$ cat src/rtl/eth_pkg.sv
// Shared codes for the Ethernet TX scheduler: packet types, ARP opcodes, FSM states.
// Pure declarations; no logic, no latency, no flow control.
package eth_pkg;

   typedef enum logic [3:0] {
      PKT_NONE     = 4'd0,
      PKT_ARP_REQ  = 4'd1,
      PKT_ARP_RESP = 4'd2,
      PKT_UDP      = 4'd3
   } pkt_t;

   typedef enum logic [1:0] {
      ST_IDLE,
      ST_ARM,
      ST_BUSY
   } state_t;

   localparam logic [1:0]  ARP_OP_REQ   = 2'd1;
   localparam logic [1:0]  ARP_OP_REPLY = 2'd2;
   localparam logic [47:0] BCAST_MAC    = 48'hFFFF_FFFF_FFFF;

endpackage

$ cat src/rtl/eth_ms_timer.sv
// Free-running 0..MS_DIV-1 divider producing a one-cycle millisecond strobe.
// Strobe is combinational from the counter; no backpressure, never stalls.
module eth_ms_timer #(
   parameter int MS_DIV = 100000
) (
   input  logic clk,
   input  logic rst_n,
   output logic o_ms_tick
);

   localparam int            CW   = (MS_DIV > 1) ? $clog2(MS_DIV) : 1;
   localparam logic [CW-1:0] LAST = CW'(MS_DIV - 1);

   logic [CW-1:0] cnt_q;
   logic [CW-1:0] cnt_d;

   always_comb begin
      cnt_d = (cnt_q == LAST) ? '0 : cnt_q + CW'(1);
   end

   always_ff @(posedge clk or negedge rst_n) begin
      if (!rst_n) begin
         cnt_q <= '0;
      end else begin
         cnt_q <= cnt_d;
      end
   end

   assign o_ms_tick = (cnt_q == LAST);

endmodule

$ cat src/rtl/eth_tx_sched.sv
// Picks the next packet (ARP_RESP > ARP_REQ > UDP) and its destination; tracks the peer ARP cache.
// Grant registers one cycle after a pending flag; the sender paces the FSM with sop/eop strobes.
module eth_tx_sched
   import eth_pkg::*;
#(
   parameter int          MS_DIV         = 100000,
   parameter int          ARP_PERIOD_MS  = 3000,
   parameter int          ARP_TIMEOUT_MS = 3000,
   parameter logic [31:0] TARGET_IP      = 32'h0A00006F
) (
   input  logic        clk,
   input  logic        rst_n,
   input  logic [1:0]  i_arp_op,
   input  logic [47:0] i_arp_mac,
   input  logic [31:0] i_arp_ip,
   input  logic        i_udp_pend,
   input  logic        i_tx_sop,
   input  logic        i_tx_eop,
   output logic [3:0]  o_pkt_type,
   output logic [47:0] o_target_mac,
   output logic [31:0] o_target_ip,
   output logic        o_arp_valid
);

   localparam int            PW       = $clog2(ARP_PERIOD_MS + 1);
   localparam int            TW       = $clog2(ARP_TIMEOUT_MS + 1);
   localparam logic [PW-1:0] PER_LAST = PW'(ARP_PERIOD_MS - 1);
   localparam logic [PW-1:0] PER_MAX  = PW'(ARP_PERIOD_MS);
   localparam logic [TW-1:0] TO_LAST  = TW'(ARP_TIMEOUT_MS - 1);

   logic          ms_tick;
   state_t        state_q, state_d;
   pkt_t          sel_q, sel_d;
   logic [47:0]   mac_q, mac_d;
   logic [31:0]   ip_q, ip_d;
   logic          arp_valid_q, arp_valid_d;
   logic [47:0]   cache_mac_q, cache_mac_d;
   logic [47:0]   resp_mac_q, resp_mac_d;
   logic [31:0]   resp_ip_q, resp_ip_d;
   logic          req_pend_q, req_pend_d;
   logic          resp_pend_q, resp_pend_d;
   logic [PW-1:0] per_cnt_q, per_cnt_d;
   logic [TW-1:0] to_cnt_q, to_cnt_d;
   logic          to_run_q, to_run_d;

   logic arp_req_evt, arp_rep_evt;
   logic udp_drop, sop_ok, req_sop, resp_sop;
   logic per_hit, to_hit;

   eth_ms_timer #(.MS_DIV(MS_DIV)) u_ms_timer (
      .clk       (clk),
      .rst_n     (rst_n),
      .o_ms_tick (ms_tick)
   );

   always_comb begin
      arp_req_evt = (i_arp_op == ARP_OP_REQ);
      arp_rep_evt = (i_arp_op == ARP_OP_REPLY);
      // A UDP grant is only meaningful while the peer MAC is known.
      udp_drop    = (state_q == ST_ARM) && (sel_q == PKT_UDP) && !arp_valid_q;
      sop_ok      = (state_q == ST_ARM) && i_tx_sop && !udp_drop;
      req_sop     = sop_ok && (sel_q == PKT_ARP_REQ);
      resp_sop    = sop_ok && (sel_q == PKT_ARP_RESP);

      per_hit   = ms_tick && (per_cnt_q == PER_LAST);
      per_cnt_d = per_cnt_q;
      if (req_sop) begin
         per_cnt_d = '0;
      end else if (ms_tick && (per_cnt_q != PER_MAX)) begin
         per_cnt_d = per_cnt_q + PW'(1);
      end

      to_hit   = to_run_q && ms_tick && (to_cnt_q == TO_LAST);
      to_run_d = to_run_q;
      to_cnt_d = to_cnt_q;
      if (req_sop) begin
         to_run_d = 1'b1;
         to_cnt_d = '0;
      end else if (arp_rep_evt || to_hit) begin
         to_run_d = 1'b0;
         to_cnt_d = '0;
      end else if (to_run_q && ms_tick) begin
         to_cnt_d = to_cnt_q + TW'(1);
      end

      // Reply beats a simultaneous timeout expiry.
      arp_valid_d = arp_valid_q;
      if (arp_rep_evt) begin
         arp_valid_d = 1'b1;
      end else if (to_hit) begin
         arp_valid_d = 1'b0;
      end
      cache_mac_d = arp_rep_evt ? i_arp_mac : cache_mac_q;

      resp_mac_d  = arp_req_evt ? i_arp_mac : resp_mac_q;
      resp_ip_d   = arp_req_evt ? i_arp_ip : resp_ip_q;
      resp_pend_d = arp_req_evt || (resp_pend_q && !resp_sop);
      req_pend_d  = per_hit || (req_pend_q && !req_sop);

      state_d = state_q;
      sel_d   = sel_q;
      mac_d   = mac_q;
      ip_d    = ip_q;
      case (state_q)
         ST_IDLE: begin
            if (resp_pend_q) begin
               state_d = ST_ARM;
               sel_d   = PKT_ARP_RESP;
               mac_d   = resp_mac_q;
               ip_d    = resp_ip_q;
            end else if (req_pend_q) begin
               state_d = ST_ARM;
               sel_d   = PKT_ARP_REQ;
               mac_d   = arp_valid_q ? cache_mac_q : BCAST_MAC;
               ip_d    = TARGET_IP;
            end else if (i_udp_pend && arp_valid_q) begin
               state_d = ST_ARM;
               sel_d   = PKT_UDP;
               mac_d   = cache_mac_q;
               ip_d    = TARGET_IP;
            end
         end
         ST_ARM: begin
            if (udp_drop || (i_tx_sop && i_tx_eop)) begin
               state_d = ST_IDLE;
               sel_d   = PKT_NONE;
            end else if (i_tx_sop) begin
               state_d = ST_BUSY;
            end
         end
         ST_BUSY: begin
            if (i_tx_eop) begin
               state_d = ST_IDLE;
               sel_d   = PKT_NONE;
            end
         end
         default: begin
            state_d = ST_IDLE;
            sel_d   = PKT_NONE;
         end
      endcase
   end

   always_ff @(posedge clk or negedge rst_n) begin
      if (!rst_n) begin
         state_q     <= ST_IDLE;
         sel_q       <= PKT_NONE;
         mac_q       <= BCAST_MAC;
         ip_q        <= '0;
         arp_valid_q <= 1'b0;
         cache_mac_q <= '0;
         resp_mac_q  <= '0;
         resp_ip_q   <= '0;
         req_pend_q  <= 1'b1;
         resp_pend_q <= 1'b0;
         per_cnt_q   <= '0;
         to_cnt_q    <= '0;
         to_run_q    <= 1'b0;
      end else begin
         state_q     <= state_d;
         sel_q       <= sel_d;
         mac_q       <= mac_d;
         ip_q        <= ip_d;
         arp_valid_q <= arp_valid_d;
         cache_mac_q <= cache_mac_d;
         resp_mac_q  <= resp_mac_d;
         resp_ip_q   <= resp_ip_d;
         req_pend_q  <= req_pend_d;
         resp_pend_q <= resp_pend_d;
         per_cnt_q   <= per_cnt_d;
         to_cnt_q    <= to_cnt_d;
         to_run_q    <= to_run_d;
      end
   end

   assign o_pkt_type   = sel_q;
   assign o_target_mac = mac_q;
   assign o_target_ip  = ip_q;
   assign o_arp_valid  = arp_valid_q;

endmodule
$ cat config.mk
export PLATFORM = sky130hd
export DESIGN_NAME = eth_tx_sched
export DESIGN_NICKNAME = d
export VERILOG_FILES = /design/src/rtl/eth_pkg.sv /design/src/rtl/eth_ms_timer.sv /design/src/rtl/eth_tx_sched.sv
export SDC_FILE = /design/constraint.sdc
export NUM_CORES = 1
export LEC_CHECK = 0
export BUFFER_PORTS_ARGS = -buffer_cell sky130_fd_sc_hd__buf_2
export CORE_UTILIZATION = 55
export DETAILED_ROUTE_END_ITERATION = 7
export PLACE_DENSITY_LB_ADDON = 0.1
export SLEW_MARGIN = 5
export SYNTH_ARGS = -nofsm -noshare
export SYNTH_HDL_FRONTEND = slang
export SYNTH_SLANG_ARGS = --single-unit
$ cat constraint.sdc
create_clock -name clk -period 4 [get_ports clk]
set_input_delay 0.8 -clock clk [delete_from_list [all_inputs] [get_ports clk]]
set_output_delay 0.8 -clock clk [all_outputs]
set_load 0.005 [all_outputs]
==> results.py <==
metrics = {
    "worst_setup_path": {
        "path_max_fanout": 18,
        "critPathLaunchType": "register",
        "regToRegEndpoint": "to_cnt_q[3]",
        "arrival_ns": 2.73,
        "r2r_slack_ns": 1.71,
        "cp_top_family": "simple AND/OR/NAND/NOR gates",
        "critical_path_class": "register to register",
        "end_kind": "register",
        "crit_slowest_cell": "or4_4",
        "required_ns": 4.45,
        "worst_path_largest_cell_delay_ns": 0.56,
        "r2r_start": "u_ms_timer.cnt_q[12]",
        "r2r_cells": 5,
        "critPathBufInv": 0,
        "path_cells": "or4_4 -> nor4_4 -> nand2_2 -> or4_1 -> a21oi_1",
    },
    "finish": {
        "layout_commonest_cell": "dfrtp_1",
        "fin_area_um2": 12400,
        "fin_nets": 1075,
        "finalNonFillerCells": 1238,
        "fill_cells": 1436,
        "drive_above_1_share_pct": 36.0,
        "layout_common_cells": "208 x dfrtp_1, 168 x buf_2, 76 x mux2_2",
        "area_delta_synth_final_pct": 19.0,
    },
    "timing": {
        "setup_viol": 0,
        "timing.fmax_mhz": 438,
        "tns_ns": 0,
        "hold_ws_ns": 0.290,
        "finalCritPeriodShare_pct": 57.1,
        "drv_slew": 0,
        "rsz0062_at_grt": "false",
        "relSlewSlack_pct": 23.5,
        "skew_ns": 0.0139,
        "tightest_slew_ns": 1.14,
        "hold_violations": 0,
        "fin_crit_ns": 2.29,
    },
    "global_routing": {
        "overflow": 0,
        "gr-usage-all-layers_pct": 22.1,
        "grt_max_degree": 118,
        "grt_pass1_vias": 6707,
        "busiest_layer": "met2",
        "met2_usage_pct": 35.5,
        "antenna_found_initial": 1,
        "use_met3_pct": 3.37,
        "grt_pass1_wl_um": 34900,
        "global_route.usage.met1_pct": 31.4,
    },
    "floorplan": {
        "initial_core_util_pct": 56.0,
        "dieArea_um2": 19500,
        "die_h_um": 140,
        "core_um2": 18600,
        "rows": 50,
        "boundaryPins": 172,
        "die_x_um": 140,
    },
    "cts": {
        "postCtsSetupBuffers": 0,
        "cts_tree": "done",
        "clkLatencyLatePin_ns": 0.53,
        "clk_pin_slew_worst_paths_ns": 0.06,
        "ctsHoldBuffers": 0,
        "cts.repair.resized": 0,
        "cts_htree_levels": 1,
        "ctsLongestPathBuffers": 3,
        "cts-root-buf": "clkbuf_16",
        "cts_buffers": 27,
        "clock_sinks": 257,
    },
    "logic_synthesis": {
        "synthCells": 825,
        "async_flop_share_pct": 100,
        "muxShareOfSynthArea_pct": 14.1,
        "ys_top_cells_by_area": "dfrtp_1 50%, dfstp_2 12%, mux2_2 8.2%, mux2_1 5.6%, o22ai_1 3.0%",
        "synth_edf_count": 0,
        "synth_top_family_by_area": "multiplexers",
        "yosys.area.top_type": "dfrtp_1",
        "synth_top_cell_area_share_pct": 49.8,
        "synthXorXnorAreaFrac_pct": 2.01,
        "synth-compound-area-share_pct": 10.2,
        "yosysSeqAreaShare_pct": 62.2,
        "ys_types": 49,
        "yosys.area_share.simple_pct": 8.64,
        "syn_area_um2": 10400,
        "synth_top_flop_cell": "dfrtp_1",
        "yosysWarnings": 0,
        "yosys.area_share.adder_pct": 0.479,
        "avgSynthCellArea_um2": 12.7,
        "synth_seq_cells": 257,
    },
    "power": {
        "total_power_mw": 8.54,
        "power.density_nw_per_um2": 687,
        "vdd_drop_max_mv": 0.371,
        "p_leak_nw": 5.55,
    },
    "placement": {
        "place_inst": 1189,
        "io_buffers": 169,
        "gp_congestion": 0.765,
        "hpwl_um": 13300,
        "placed_cell_area_um2": 11600,
    },
    "routing": {
        "viasPerCell": 5.59,
        "wl_per_cell_um": 17.0,
        "drc_errors": 0,
        "initialDrtViolationCount": 284,
        "wirelength_um": 21000,
        "first_pass_iters": 4,
        "vias": 6922,
        "final_antenna_net_count": 0,
    },
    "flow_run": {
        "max_cap_viol_count": 0,
    },
    "run_status": {
        "status": "complete, no violations",
    },
    "min_path": {
        "hold_path.class": "primary input to async pin",
    },
}
-- routing by layer --
metal	vias up	wire [um]
met1	3435	9970
li1	3296	-
met3	36	895
met2	155	9730
met4	0	423
met5	-	0
-- power breakdown --
group          internal, mW  switching, mW
clock                  1.43          0.956
sequential             3.47          0.421
combinational          1.03           1.23
-- sequential cells by signal, summed over array words and instances, names as in the netlist --
| signal | count |
|---|---|
| cache_mac_q | 48 |
| o_target_mac | 48 |
| resp_mac_q | 48 |
| o_target_ip | 32 |
| resp_ip_q | 32 |
| u_ms_timer.cnt_q | 17 |
| per_cnt_q | 12 |
| to_cnt_q | 12 |
| o_pkt_type | 2 |
| state_q | 2 |
| o_arp_valid | 1 |
| req_pend_q | 1 |
| resp_pend_q | 1 |
| to_run_q | 1 |
-- cells in the mapped netlist (16+ instances only) --
| master | count |
|---|---|
| a21oi_1 | 16 |
| a22o_1 | 24 |
| clkbuf_1 | 37 |
| dfrtp_1 | 208 |
| dfstp_2 | 49 |
| mux2_1 | 52 |
| mux2_2 | 76 |
| nand2_1 | 64 |
| nand3_1 | 18 |
| nor2_1 | 33 |
| o21ai_1 | 59 |
| o22ai_1 | 50 |
-- kinds of logic (layout without fill, tap and decap cells) --
group / count (synthesis) / count (layout)
AO/OA/AOI/OAI: 171 / 171
XOR/XNOR: 24 / 24
adder cells (fa/ha/maj): 4 / 4
buffers and inverters: 62 / 238
flip-flops: 257 / 257
multiplexers: 131 / 131
other: 1 / 4
AND/OR/NAND/NOR: 175 / 175
-- final cells by class --
type | instances | area [um2] | area share, %
Antenna cell | 2 | 5.00 | 0.0403
Clock buffer | 42 | 802 | 6.45
Clock inverter | 5 | 53.8 | 0.433
Inverter | 11 | 41.3 | 0.332
Multi-Input combinational cell | 507 | 3750 | 30.2
Sequential cell | 257 | 6490 | 52.2
Tap cell | 234 | 293 | 2.36
Timing Repair Buffer | 180 | 988 | 7.95
-- per-stage QoR --
step / worst slack [ns] / utilization (%)
after CTS: 1.70 / 66.6
final: 1.71 / 66.7
after global routing: 1.53 / 66.6
after global placement: 1.50 / 62.0
after floorplan: 1.83 / -
after detailed placement: 1.43 / 62.0
-- how the worst max path moves through the flow --
stage | cells past startpoint | slack, ns | to | from
after detailed placement | 6 | 1.43 | o_target_mac[28] | i_udp_pend
after global routing | 6 | 1.53 | to_cnt_q[5] | u_ms_timer.cnt_q[0]
after CTS | 5 | 1.70 | to_cnt_q[3] | u_ms_timer.cnt_q[11]
after floorplan | 6 | 1.83 | per_cnt_q[11] | u_ms_timer.cnt_q[11]
after global placement | 5 | 1.50 | o_target_ip[31] | i_udp_pend
final | 5 | 1.71 | to_cnt_q[3] | u_ms_timer.cnt_q[12]
Note: power is estimated with default switching activity, not from simulation.
